==> src/rtl/ds_dac_mod.sv <==
// rtl/ds_dac_mod.sv - 1-bit delta-sigma DAC modulator, run-time 1st/2nd order, OSR sample handshake
// Sticky underrun/overflow flags; overflow resets the error history so the loop recovers.
module ds_dac_mod #(
  parameter int W   = 16,
  parameter int OSR = 64
) (
  input  logic         clk,
  input  logic         rst_n,
  input  logic         clk_en,
  input  logic [W-1:0] din,
  input  logic         din_valid,
  output logic         din_ready,
  input  logic         order_sel,
  input  logic         clr_flags,
  output logic         ce_out,
  output logic         dout,
  output logic         underrun,
  output logic         ovf
);

  localparam int CW = (OSR > 1) ? $clog2(OSR) : 1;
  localparam logic [CW-1:0] CNT_MAX = CW'(OSR - 1);
  localparam int QI = 1 << (W - 1);
  localparam logic signed [W+1:0] Q_E  = (W+2)'(QI);
  localparam logic signed [W+2:0] Q3_V = (W+3)'(3 * QI);

  logic [CW-1:0]         cnt;
  logic signed [W-1:0]   u;
  logic signed [W+1:0]   e1;
  logic signed [W+1:0]   e2;
  logic                  mode;

  logic signed [W+2:0]   u_x;
  logic signed [W+2:0]   e1_x;
  logic signed [W+2:0]   e2_x;
  logic signed [W+2:0]   v;
  logic signed [W+1:0]   y;
  logic signed [W+1:0]   e;
  logic                  pos;
  logic                  ovf_hit;
  logic                  miss;

  assign ce_out    = clk_en;
  assign din_ready = (cnt == CNT_MAX) & clk_en;
  assign miss      = din_ready & ~din_valid;

  assign u_x  = {{3{u[W-1]}}, u};
  assign e1_x = {e1[W+1], e1};
  assign e2_x = {e2[W+1], e2};

  // Second order wraps modulo 2^(W+3) in the intermediate sum; the final v is still exact.
  always_comb begin
    v = u_x + e1_x;
    if (mode) begin
      v = u_x + (e1_x <<< 1) - e2_x;
    end
  end

  assign pos     = ~v[W+2];
  assign y       = pos ? Q_E : -Q_E;
  assign e       = v[W+1:0] - y;
  assign ovf_hit = (v >= Q3_V) || (v <= -Q3_V);

  always_ff @(posedge clk or negedge rst_n) begin
    if (!rst_n) begin
      cnt  <= '0;
      u    <= '0;
      e1   <= '0;
      e2   <= '0;
      mode <= 1'b0;
      dout <= 1'b0;
    end else if (clk_en) begin
      cnt  <= (cnt == CNT_MAX) ? '0 : cnt + CW'(1);
      dout <= pos;
      if (ovf_hit) begin
        e1 <= '0;
        e2 <= '0;
      end else begin
        e1 <= e;
        e2 <= e1;
      end
      if (din_ready && din_valid) begin
        u    <= {~din[W-1], din[W-2:0]};
        mode <= order_sel;
      end
    end
  end

  // Set events override a simultaneous clear.
  always_ff @(posedge clk or negedge rst_n) begin
    if (!rst_n) begin
      underrun <= 1'b0;
      ovf      <= 1'b0;
    end else begin
      if (clr_flags) begin
        underrun <= 1'b0;
        ovf      <= 1'b0;
      end
      if (miss) begin
        underrun <= 1'b1;
      end
      if (clk_en && ovf_hit) begin
        ovf <= 1'b1;
      end
    end
  end

endmodule

==> config.mk <==
export PLATFORM = sky130hd
export DESIGN_NAME = ds_dac_mod
export DESIGN_NICKNAME = d
export VERILOG_FILES = /design/src/rtl/ds_dac_mod.sv
export SDC_FILE = /design/constraint.sdc
export NUM_CORES = 1
export LEC_CHECK = 0
export CAP_MARGIN = 10
export CORE_ASPECT_RATIO = 1.2
export CORE_MARGIN = 2
export CORE_UTILIZATION = 55
export DETAILED_ROUTE_END_ITERATION = 12
export DONT_BUFFER_PORTS = 1
export PLACE_DENSITY = 0.8
export SLEW_MARGIN = 15
export SYNTH_ARGS = -nofsm -noshare
export SYNTH_HDL_FRONTEND = slang
export SYNTH_SLANG_ARGS = --single-unit
==> constraint.sdc <==
create_clock -name clk -period 4 [get_ports clk]
set_clock_uncertainty 0.05 [all_clocks]
set_input_delay 0.8 -clock clk [delete_from_list [all_inputs] [get_ports clk]]
set_output_delay 0.8 -clock clk [all_outputs]
set_load 0.02 [all_outputs]
Yosys cells after proc, flatten, opt, wreduce, memory -nomap -nowiden
Cells that the tools add are included.
{"block": "totals", "register_bits": 62, "output_inout_bits": 5, "word_cells": 35}
{"block": "classes", "add_sub_neg": 5, "n_lt_le_gt_ge": 2, "eq_ne": 1, "muxes": 8, "bitwise": 5, "reduce_logical": 6}
{"op": "two-way mux 18 bit", "count": 3}
{"op": "adder 16 x 18 -> 19 bit", "count": 1}
{"op": "adder 16 x 19 -> 19 bit", "count": 1}
{"op": ">= comparator 19 x 18 -> 1 bit (second input constant)", "count": 1}
{"op": "<= comparator 19 x 18 -> 1 bit (second input constant)", "count": 1}
{"op": "two-way mux 19 bit", "count": 1}
{"op": "subtractor 19 x 18 -> 19 bit", "count": 1}
{"op": "subtractor 18 bit", "count": 1}
{"op": "adder 6 x 1 -> 6 bit (second input constant)", "count": 1}
{"op": "== test 6 bit (second input constant)", "count": 1}
{"op": "two-way mux 6 bit", "count": 1}
{"op": "nonzero test 2 bit", "count": 2}
{"op": "two-way mux 1 bit", "count": 3}
{"op": "NOT 1 bit", "count": 3}
{"op": "AND 1 bit", "count": 2}
{"op": "logical AND 1 bit", "count": 2}
{"op": "AND reduction 2 bit", "count": 1}
{"op": "logical OR 1 bit", "count": 1}

Longest topological paths before layout
Gate-level depths: netlist of run 1.
{"block": "depth", "ltp_word": 7, "depth_mapped": 15, "ltp_nobuf": 14}

Worst setup path after synthesis of run 1
No wires, ideal clock.
{"block": "synth_timing", "path_type": "flip-flop to flip-flop", "startpoint": "reg u[1]", "endpoint": "reg e1[16]", "setup_time_ns": 0.133, "arrival_time_ns": 3.458, "required_ns": 3.817, "setup_slack_ns": 0.360, "stages_incl_launch_ff": 15, "n_path_buf": 0, "path_cell_list": "dfrtp_1 -> inv_1 -> fa_1 -> inv_1 -> ha_1 -> fa_1 -> a21o_1 -> a221oi_2 -> o211a_1 -> or3_1 -> a41oi_1 -> nor2_1 -> fa_1 -> inv_1 -> o22ai_1"}
{"block": "synth_between", "elab_chain_cells": 6, "elab_cells_between_ends": 10, "classes_between": "4 x add/sub; 2 x order compare; 3 x mux; 1 x reduce/logical"}
{"item": "start, declared", "line": "28", "source": "logic signed [W-1:0] u;"}
{"item": "start signal, assigned", "line": "83", "source": "u <= {~din[W-1], din[W-2:0]};"}
{"item": "adder 16 x 19 -> 19 bit", "line": "55", "source": "v = u_x + (e1_x <<< 1) - e2_x;"}
{"item": "subtractor 19 x 18 -> 19 bit", "line": "55"}
{"item": "two-way mux 19 bit *", "line": "54", "source": "if (mode) begin"}
{"item": "two-way mux 18 bit, or another cell as far along", "line": "60", "source": "assign y = pos ? Q_E : -Q_E;"}
{"item": "subtractor 18 bit or logical OR 1 bit (tied branches)", "line": "61, 62"}
{"item": "two-way mux 18 bit *", "line": "75", "source": "if (ovf_hit) begin"}
{"item": "end signal, assigned", "line": "68", "source": "e1 <= '0;"}
{"item": "end signal, assigned", "line": "76", "source": "e1 <= '0;"}
{"item": "end signal, assigned", "line": "79", "source": "e1 <= e;"}
{"item": "end, declared", "line": "29", "source": "logic signed [W+1:0] e1;"}
Mark *: on every way between the ends. The rest lies on a longest branch, timed or not.
A chain may end at the register's enable or synchronous reset.

Final worst setup path of run 1
{"block": "layout_timing", "startpoint": "reg u[4]", "endpoint": "reg e1[16]"}
Same word-level chain as after synthesis.

==> impl_summary.md, run 1 <==
Worst setup path
The largest single stage delay on the critical path is approximately 550 ps. The slowest stage of the critical path is the fa_1 cell. The critical path is of the register to register type. For the worst setup path, the data required time is 4160 ps. The worst setup path is launched from a register. The worst setup path is captured at a register. Data arrives at the worst endpoint at ~4000 ps. Traced cell by cell, the critical path runs through inv_1, fa_1, inv_1, ha_1, o211ai_1, o211ai_1, a21oi_1, o311ai_2, o21ai_0, a221oi_2, nand4_1, nand4_4, buf_12, o22ai_1. The largest fanout on the critical path is 21.

Die
The number of core rows is 39. The total area inside the core boundary comes to between 9000 and 10000 sq um. 27 I/O pins were placed.

The y dimension of the die is 112 microns. The die is between 90 and 100 microns wide. The die outline area is around 11000 sq um. The initial utilization of the core area, before any placement, comes to between 50% and 60%.

Pwr
The design draws around 4.5 mW. The power per standard cell area is ~760 nW/um^2. Across the VDD grid, the largest voltage drop is ~0.00043 V. For this design the static power due to leakage is ~2.8 nW.

Synth
For this run, the leading register cell type out of synthesis is dfrtp_1. The sequential area share after synthesis is between 20% and 30%. After synthesis, the mean cell area works out to 9.23 sq um. The number of cells produced by synthesis is around 580. For this run, the number of Yosys warnings is 0. Yosys mapped a number of flops with a built-in enable equal to 0. In the synthesized netlist the async set-or-reset flop fraction comes to 100%.

The count of unique library cells instantiated by Yosys is 69. The flip-flop and latch count after synthesis is 62. The cell area that synthesis handed to floorplanning was around 5300 sq um. The number of nets in the synthesized netlist is 658.

Timing
The worst pin sits at a relative slew slack of between 40 and 50%. Derived from the worst setup path, the maximum achievable clock frequency is between 0.2 and 0.3 GHz. The worst path uses ~95% of the clock period. Adding up every negative setup slack in the final design gives 0 ps. The measured slew at the worst slew-check pin is approximately 880 ps. The count of endpoints failing setup in the final report is 0. For the finished layout, the period the worst path requires is 3800 ps. The count of final max-slew check failures came to 0. The number of endpoints with negative hold slack in the final report is 0.

Placement
At the end of routability-driven placement, the weighted congestion stood at between 0.9 and 1. The placed instances occupy a cell area of approximately 5500 sq um. The total of buffers placed on input and output ports is 0.

The number of placed cells counting well taps is 695. The HPWL after detailed placement is between 9000 and 10000 microns.

Layout
The sequential cells in the finished layout cover a total of between 1500 and 2000 sq um. The number of inserted filler cells in the final layout is roughly 810. At the end of the flow the core is filled with cells to about three fifths. Once layout is complete, the cells apart from fillers number approximately 700. The layout net count is 663. The multi-input combinational cells in the finished layout cover a total of about 3400 sq um. The number of antenna diodes in the final layout is 0. The post-route standard cell area excluding fillers is around 5900 sq um. The signed area change from the synthesized netlist to the final layout is 9.94%. Of the cells placed in the final design, the portion with a size suffix greater than 1 is a little over an eighth.

GRT
The number of antenna violations at the first check in global routing is 0. The number of global-route vias before repair came to between 4k and 5k. Entering global routing, the biggest net connects 63 pins. After global routing the overflow that remains totals 0. For this run, the total global-route usage over all layers was measured as roughly 27%. The first-pass GRT wire length is around 22000 microns.

Clock tree
The total number of H-tree levels is 3. The root cell of the clock tree is clkbuf_16. Clock latency on the worst-skew pair, taken at its later pin, is about 340 ps. The number of sinks driven by the clock tree is between 60 and 70. The number of buffers on the longest clock path is 2.

TritonCTS built the clock tree. TritonCTS created 9 clock buffers. Buffers inserted to repair hold after CTS numbered 0. Clock-pin slew was measured on the worst setup and hold paths at 60 ps.

Routing
After detailed routing, no signal wire sits above met4. The routed length per instance is 19.0 microns. Detailed routing placed a total of 715 microns of wire on met3. The total DRC errors in the routed layout is 0. The iteration-0 DRC count of the detailed router is between 300 and 400.

The average vias per placed instance is roughly 6.3. The first detailed-routing pass ran for 5 iterations. The number of nets still failing antenna checks after routing is 0. The total wirelength of the detailed-routed design is roughly 14000 microns. Detailed routing placed a total of 6790 microns of wire on met2. The routed layout has around 4.4k vias. The wire length on met1 is approximately 5600 microns.

Worst hold path
The class of the tightest hold or removal check is primary input to async pin.

Outcome
The flow ran to the end, and the final reports show no timing, DRC or antenna violations.

Run
The max-capacitance violation count is 0.
[cell type report]
cell class / instances / share of cell area (%)
inverter: 80 / 5.12
sequential: 62 / 26.4
tap: 123 / 2.62
clock buffer: 10 / 3.90
multi-input combinational: 416 / 58.4
clock inverter: 5 / 1.28
timing repair buffer: 14 / 2.22
[power by group]
group | switching (mW) | internal [mW] | leakage, nW
Sequential | 0.103 | 0.732 | 0.845
Clock | 0.281 | 0.538 | 0.152
Combinational | 1.56 | 1.24 | 1.81
Total | 1.94 | 2.51 | 2.81
[repair_timing]
item                       in CTS  in global routing
resized for setup               1                 11
pin swaps                       0                  6
setup endpoints to repair      31                 37
cloned                          0                  0
setup buffers                   0                  0
[kinds of logic after synthesis]
| group | Yosys count | share of synthesized area, % |
|---|---|---|
| muxes | 26 | 5.37 |
| and+or+nand+nor | 127 | 12.4 |
| xor gates and xnor gates | 28 | 4.88 |
| DFF | 62 | 29.1 |
| adders and majority gates | 58 | 16.4 |
| AOI/OAI and AO/OA | 177 | 24.2 |
| buffers and inverters | 100 | 7.59 |
[Yosys cell counts (4+ instances only)]
library cell / n / area [sq um]
dfrtp_1: 62 / 1550
o2bb2ai_1: 13 / 114
nand3_1: 13 / 65.1
ha_1: 38 / 475
o211ai_1: 10 / 75.1
a21oi_1: 33 / 165
o22ai_1: 16 / 100
clkbuf_1: 12 / 45.0
a31oi_1: 8 / 50.1
mux2i_1: 5 / 50.1
or3_1: 5 / 31.3
and2_1: 4 / 25.0
o21a_1: 5 / 37.5
xnor2_1: 20 / 175
nand4_1: 9 / 56.3
fa_1: 20 / 400
nor3_1: 10 / 50.1
and3_1: 9 / 56.3
a21o_1: 13 / 97.6
a211oi_1: 4 / 30.0
o211a_1: 4 / 40.0
nand2_1: 31 / 116
o21ai_0: 26 / 130
o2bb2ai_2: 4 / 60.1
mux2_2: 21 / 236
nor2_1: 26 / 97.6
o32ai_1: 4 / 35.0
inv_1: 79 / 297
xor2_1: 7 / 61.3
a211o_1: 4 / 35.0
[critical path: cells and delay by family (launching register included)]
family,cells,cell delay (ps)
AO/OA/AOI/OAI,7,1690
adder cells (fa/ha/maj),2,900
buffers and inverters,3,310
flip-flops,1,380
AND/OR/NAND/NOR,2,350
[flip-flops by register name, summed over array words and instances, names as in the netlist]
name      count
ovf           1
cnt           6
e2           18
dout          1
mode          1
u            16
underrun      1
e1           18
[through the flow]
stage | worst slack (ps) | hold slack [ps]
after detailed placement | -37.2 | 427
final | 197 | 100
after global placement | -13.2 | 411
after CTS | 101 | 101
after global routing | -28.1 | 97.3
after floorplan | 360 | 395
[path summary, 6_finish.rpt]
check	depth (start not counted)	slack, ps	end	from
setup / recovery	14	200	e1[16]	u[4]
hold / removal	0	100	u[14]	rst_n
setup reg to reg	14	200	e1[16]	u[4]
hold reg to reg	1	450	cnt[5]	cnt[5]
max in group asynchronous	0	3690	e1[3]	rst_n
min in group clk	1	450	cnt[5]	cnt[5]
[cells in the final DEF, fill, tap and decap left out, drive strengths merged, types with 7 or more instances in the layout]
master	n
o211ai	10
xnor2	20
nand2	31
a21o	13
nand3	13
nand4	11
buf	14
inv	79
ha	38
o22ai	18
nor3	10
and3	9
a21oi	33
fa	20
xor2	7
a31oi	8
dfrtp	62
nor2	26
clkbuf	10
mux2	21
o21ai	26
o2bb2ai	17
[layer usage]
metal | vias up | track usage [%]
met5 | - | 0
met4 | 0 | 10.2
met3 | 34 | 6.22
met2 | 136 | 43.8
met1 | 2176 | 34.4
li1 | 2100 | -
Power figures use the tool's default switching activity.
==> run 2, diff against run 1 <==
Settings changed: GPL_TIMING_DRIVEN set to 0.
==> run 2 against run 1 <==
  * Critical path depth increased by 2
  * Die area unchanged
  * Critical endpoint is now e1[9]
  * Sequential power about the same
  * Worst setup slack got worse by 130 ps
  * Fmax decreased by 3.4%
  * Cell count increased by 2.1%
  * Critical path type unchanged
  * Clock-buffer cell count increased by 3
  * Sequential cell count unchanged
  * Largest power group unchanged
==> impl_summary.md, run 2 (same netlist as run 1, synthesis figures left out) <==
Pwr
The switching portion of total power is 44.1% (+0.44 points). The power share of the clock group came to 17.3% (-1.1 points). The part of the total power dissipated in combinational logic is 65.6% (+2.8 points).

The part of the power in registers is 17.1% (-1.7 points). The net switching power came to 2.15 mW (+10%). The leakage power total is 2.87 nW (+2.0%). The worst IR drop on VDD was 0.000447 V (+3.5%). The internal power contribution is 2.72 mW (+8.5%). The power per standard cell area is 796 nW/um^2 (+4.9%).

Layout
Leaving out fill and tap cells, the most frequent cell in the layout is inv_1. The final standard cell utilization of the core came to 64.6% (+2.7 points). The layout net count is 677 (+2.1%). The share of final-layout standard cells stronger than drive strength 1 came to 17.3% (+4.2 points). The largest registers in the layout are e1 (18), e2 (18), u (16).

The number of inserted diodes is 0 (unchanged). The number of standard cells in the final layout excluding fillers was 725 (+2.1%). Leaving out fill and tap cells, the most frequent cells in the layout are 75 x inv_1, 60 x dfrtp_1, 31 x ha_1, 30 x nand2_1, 29 x a21oi_1. The signed area change from the synthesized netlist to the final layout is 14.7%.

Die
The I/O pin count is 27 (unchanged). The x dimension of the die was 93.9 microns (unchanged). The initial core utilization is 56.4% (unchanged). The area of the core is 9470 sq um (unchanged). The number of core rows came to 39 (unchanged). The y dimension of the die is 112 microns (unchanged). The die outline area is 10500 sq um (unchanged).

Timing
The least setup slack across all paths after layout came to 64.8 ps (-132 ps). The measured slew at the worst slew-check pin is 852 ps (-25.6 ps). The count of endpoints failing setup in the final report is 0 (unchanged).

The share of the clock period used by the worst path after layout came to 98.4% (+3.3 points). Setup repair after global routing could not meet its margin everywhere. The maximum operating frequency is 0.254 GHz (-3.4%). The final-layout worst hold slack is 104 ps (+3.27 ps). The count of final max-slew check failures is 0 (unchanged). The clock period minus final worst setup slack was 3940 ps (+132 ps). The number of endpoints with negative hold slack in the final report is 0 (unchanged). The tightest slew margin relative to the limit is 43.2% (+1.8 points).

Worst setup path
The largest fanout on the critical path is 6 (-71%). Grouping stages by cell kind, the critical path spends the most delay in compound AO/OA/AOI/OAI gates. Among all stages on the critical path, the largest delay is contributed by fa_1.

The category of the worst setup path launch point is a register. The kind of critical path is register to register. The required time at the worst-slack endpoint is 4140 ps (-20 ps). STA classifies the critical path endpoint as a register. The cell that appears most often on the critical path is inv_2. The worst endpoint data arrival time is 4070 ps (+110 ps). The critical path's largest stage delay is 520 ps (-30 ps).

The critical path goes through inv_2, fa_1, inv_2, ha_4, fa_2, a21o_1, a221oi_4, o211a_1, o21ba_4, o21ai_2, a221oi_2, nand4_1, buf_4, nand4_4, clkbuf_16, o22ai_1. The buffer and inverter count on the worst path is 4 (+1).

GRT
The largest net degree at the start of global routing is 63 (unchanged). The number of antenna violations at the first check in global routing was 0 (unchanged). The first-pass GRT wire length is 23500 microns (+6.9%). The remaining global-route overflow is 0 (unchanged). The global-route total usage across every layer is 29.0% (+2.2 points).

The number of global-route vias before repair is 4739 (+3.9%).

Placement
The number of placed cells counting well taps is 701 (+0.86%). The total of buffers placed on input and output ports was 0 (unchanged). The routability congestion estimate is 0.883 (-3.8%). The minimum setup slack after placement is -223 ps (-185 ps). The HPWL after detailed placement is 10900 microns (+9.0%).

Clock tree
The total number of H-tree levels was 3 (unchanged). The number of buffers inserted during clock tree synthesis is 9 (unchanged). The TritonCTS clock tree is yes. The number of buffers added to fix hold violations after cts is 0 (unchanged). The number of buffers on the longest clock path is 2 (unchanged). The number of sinks driven by the clock tree is 62 (unchanged). The clock-pin slew on the worst setup and hold paths is 60 ps (about the same).

The worst-skew pair later-pin latency came to 340 ps (about the same). The root cell of the clock tree is clkbuf_16.

Routing
The total wirelength of the detailed-routed design is 15000 microns (+11%). The number of nets still failing antenna checks after routing is 0 (unchanged). The iteration count of the initial detailed-routing pass is 5 (unchanged). The wire length on met1 is 6100 microns (+8.0%). The total length of routed met3 wires is 670 microns (-6.3%).

The routed length on met2 is 7550 microns (+11%). The iteration-0 DRC count of the detailed router is 389 (+14%). The uppermost layer routed is met4. The total number of vias came to 4604 (+3.6%).

The total DRC errors in the routed layout is 0 (unchanged). The average vias per placed instance is 6.35 (+1.4%). The routed length per instance was 20.7 microns (+8.9%).

Run
The max-capacitance violation count was 0 (unchanged).

Outcome
The run finished with clean final reports.

Worst hold path
The path class of the tightest hold or removal check is primary input to async pin.
run 2: per-stage QoR:
stage	TNS, ps	cell area [sq um]	power, mW
detailed placement	-6320	5490	3.46
global route	-446	6120	5.16
floorplan	0	5340	2.90
CTS	0	5870	4.43
global placement	-4500	5490	3.39
finish	0	6120	4.87
run 2: final timing paths:
path                        start      to  slack [ps]  depth (start not counted)
max                         e1[0]   e1[9]          60                         16
min                         rst_n  e2[14]         100                          0
max reg2reg                 e1[0]   e1[9]          60                         16
min reg2reg                cnt[4]  cnt[4]         430                          1
max in group asynchronous   rst_n   u[15]        3630                          0
min in group clk           cnt[4]  cnt[4]         430                          1
run 2: power groups by stage:
stage               logic (mW)  registers, mW  clock network, mW
CTS                       2.75          0.832              0.850
global route              3.44          0.846              0.876
floorplan                 2.08          0.817                  0
global placement          2.56          0.834                  0
detailed placement        2.62          0.842                  0
finish                    3.19          0.835              0.843
run 2: per-layer routing:
metal	vias to the layer above	global-route usage, %
li1	2127	-
met5	-	0
met1	2277	36.8
met3	43	4.67
met2	157	47.4
met4	0	15.1
run 2: area by class of cell:
cell class / instances / area (sq um)
Clock inverter: 3 / 67.6
Fill cell: 766 / 3350
Buffer: 18 / 119
Multi-Input combinational cell: 416 / 3580
Timing Repair Buffer: 10 / 96.3
Sequential cell: 62 / 1550
Inverter: 80 / 300
Clock buffer: 13 / 250
Tap cell: 123 / 154
run 2: repair_timing:
item,4_1_cts,5_1_grt
endpoints found under the setup margin,37,37
buffers inserted,3,6
gates resized for setup,5,46
endpoints found under the hold margin,0,0
pin swaps,3,17
gates cloned,0,1
run 2: worst register-to-register path: stages (launching register included):
cell,delay [ps]
dfrtp_1,380
inv_2,80
fa_1,520
inv_2,50
ha_4,170
fa_2,370
a21o_1,240
a221oi_4,310
o211a_1,300
o21ba_4,180
o21ai_2,50
a221oi_2,310
nand4_1,140
buf_4,180
nand4_4,200
clkbuf_16,210
o22ai_1,60
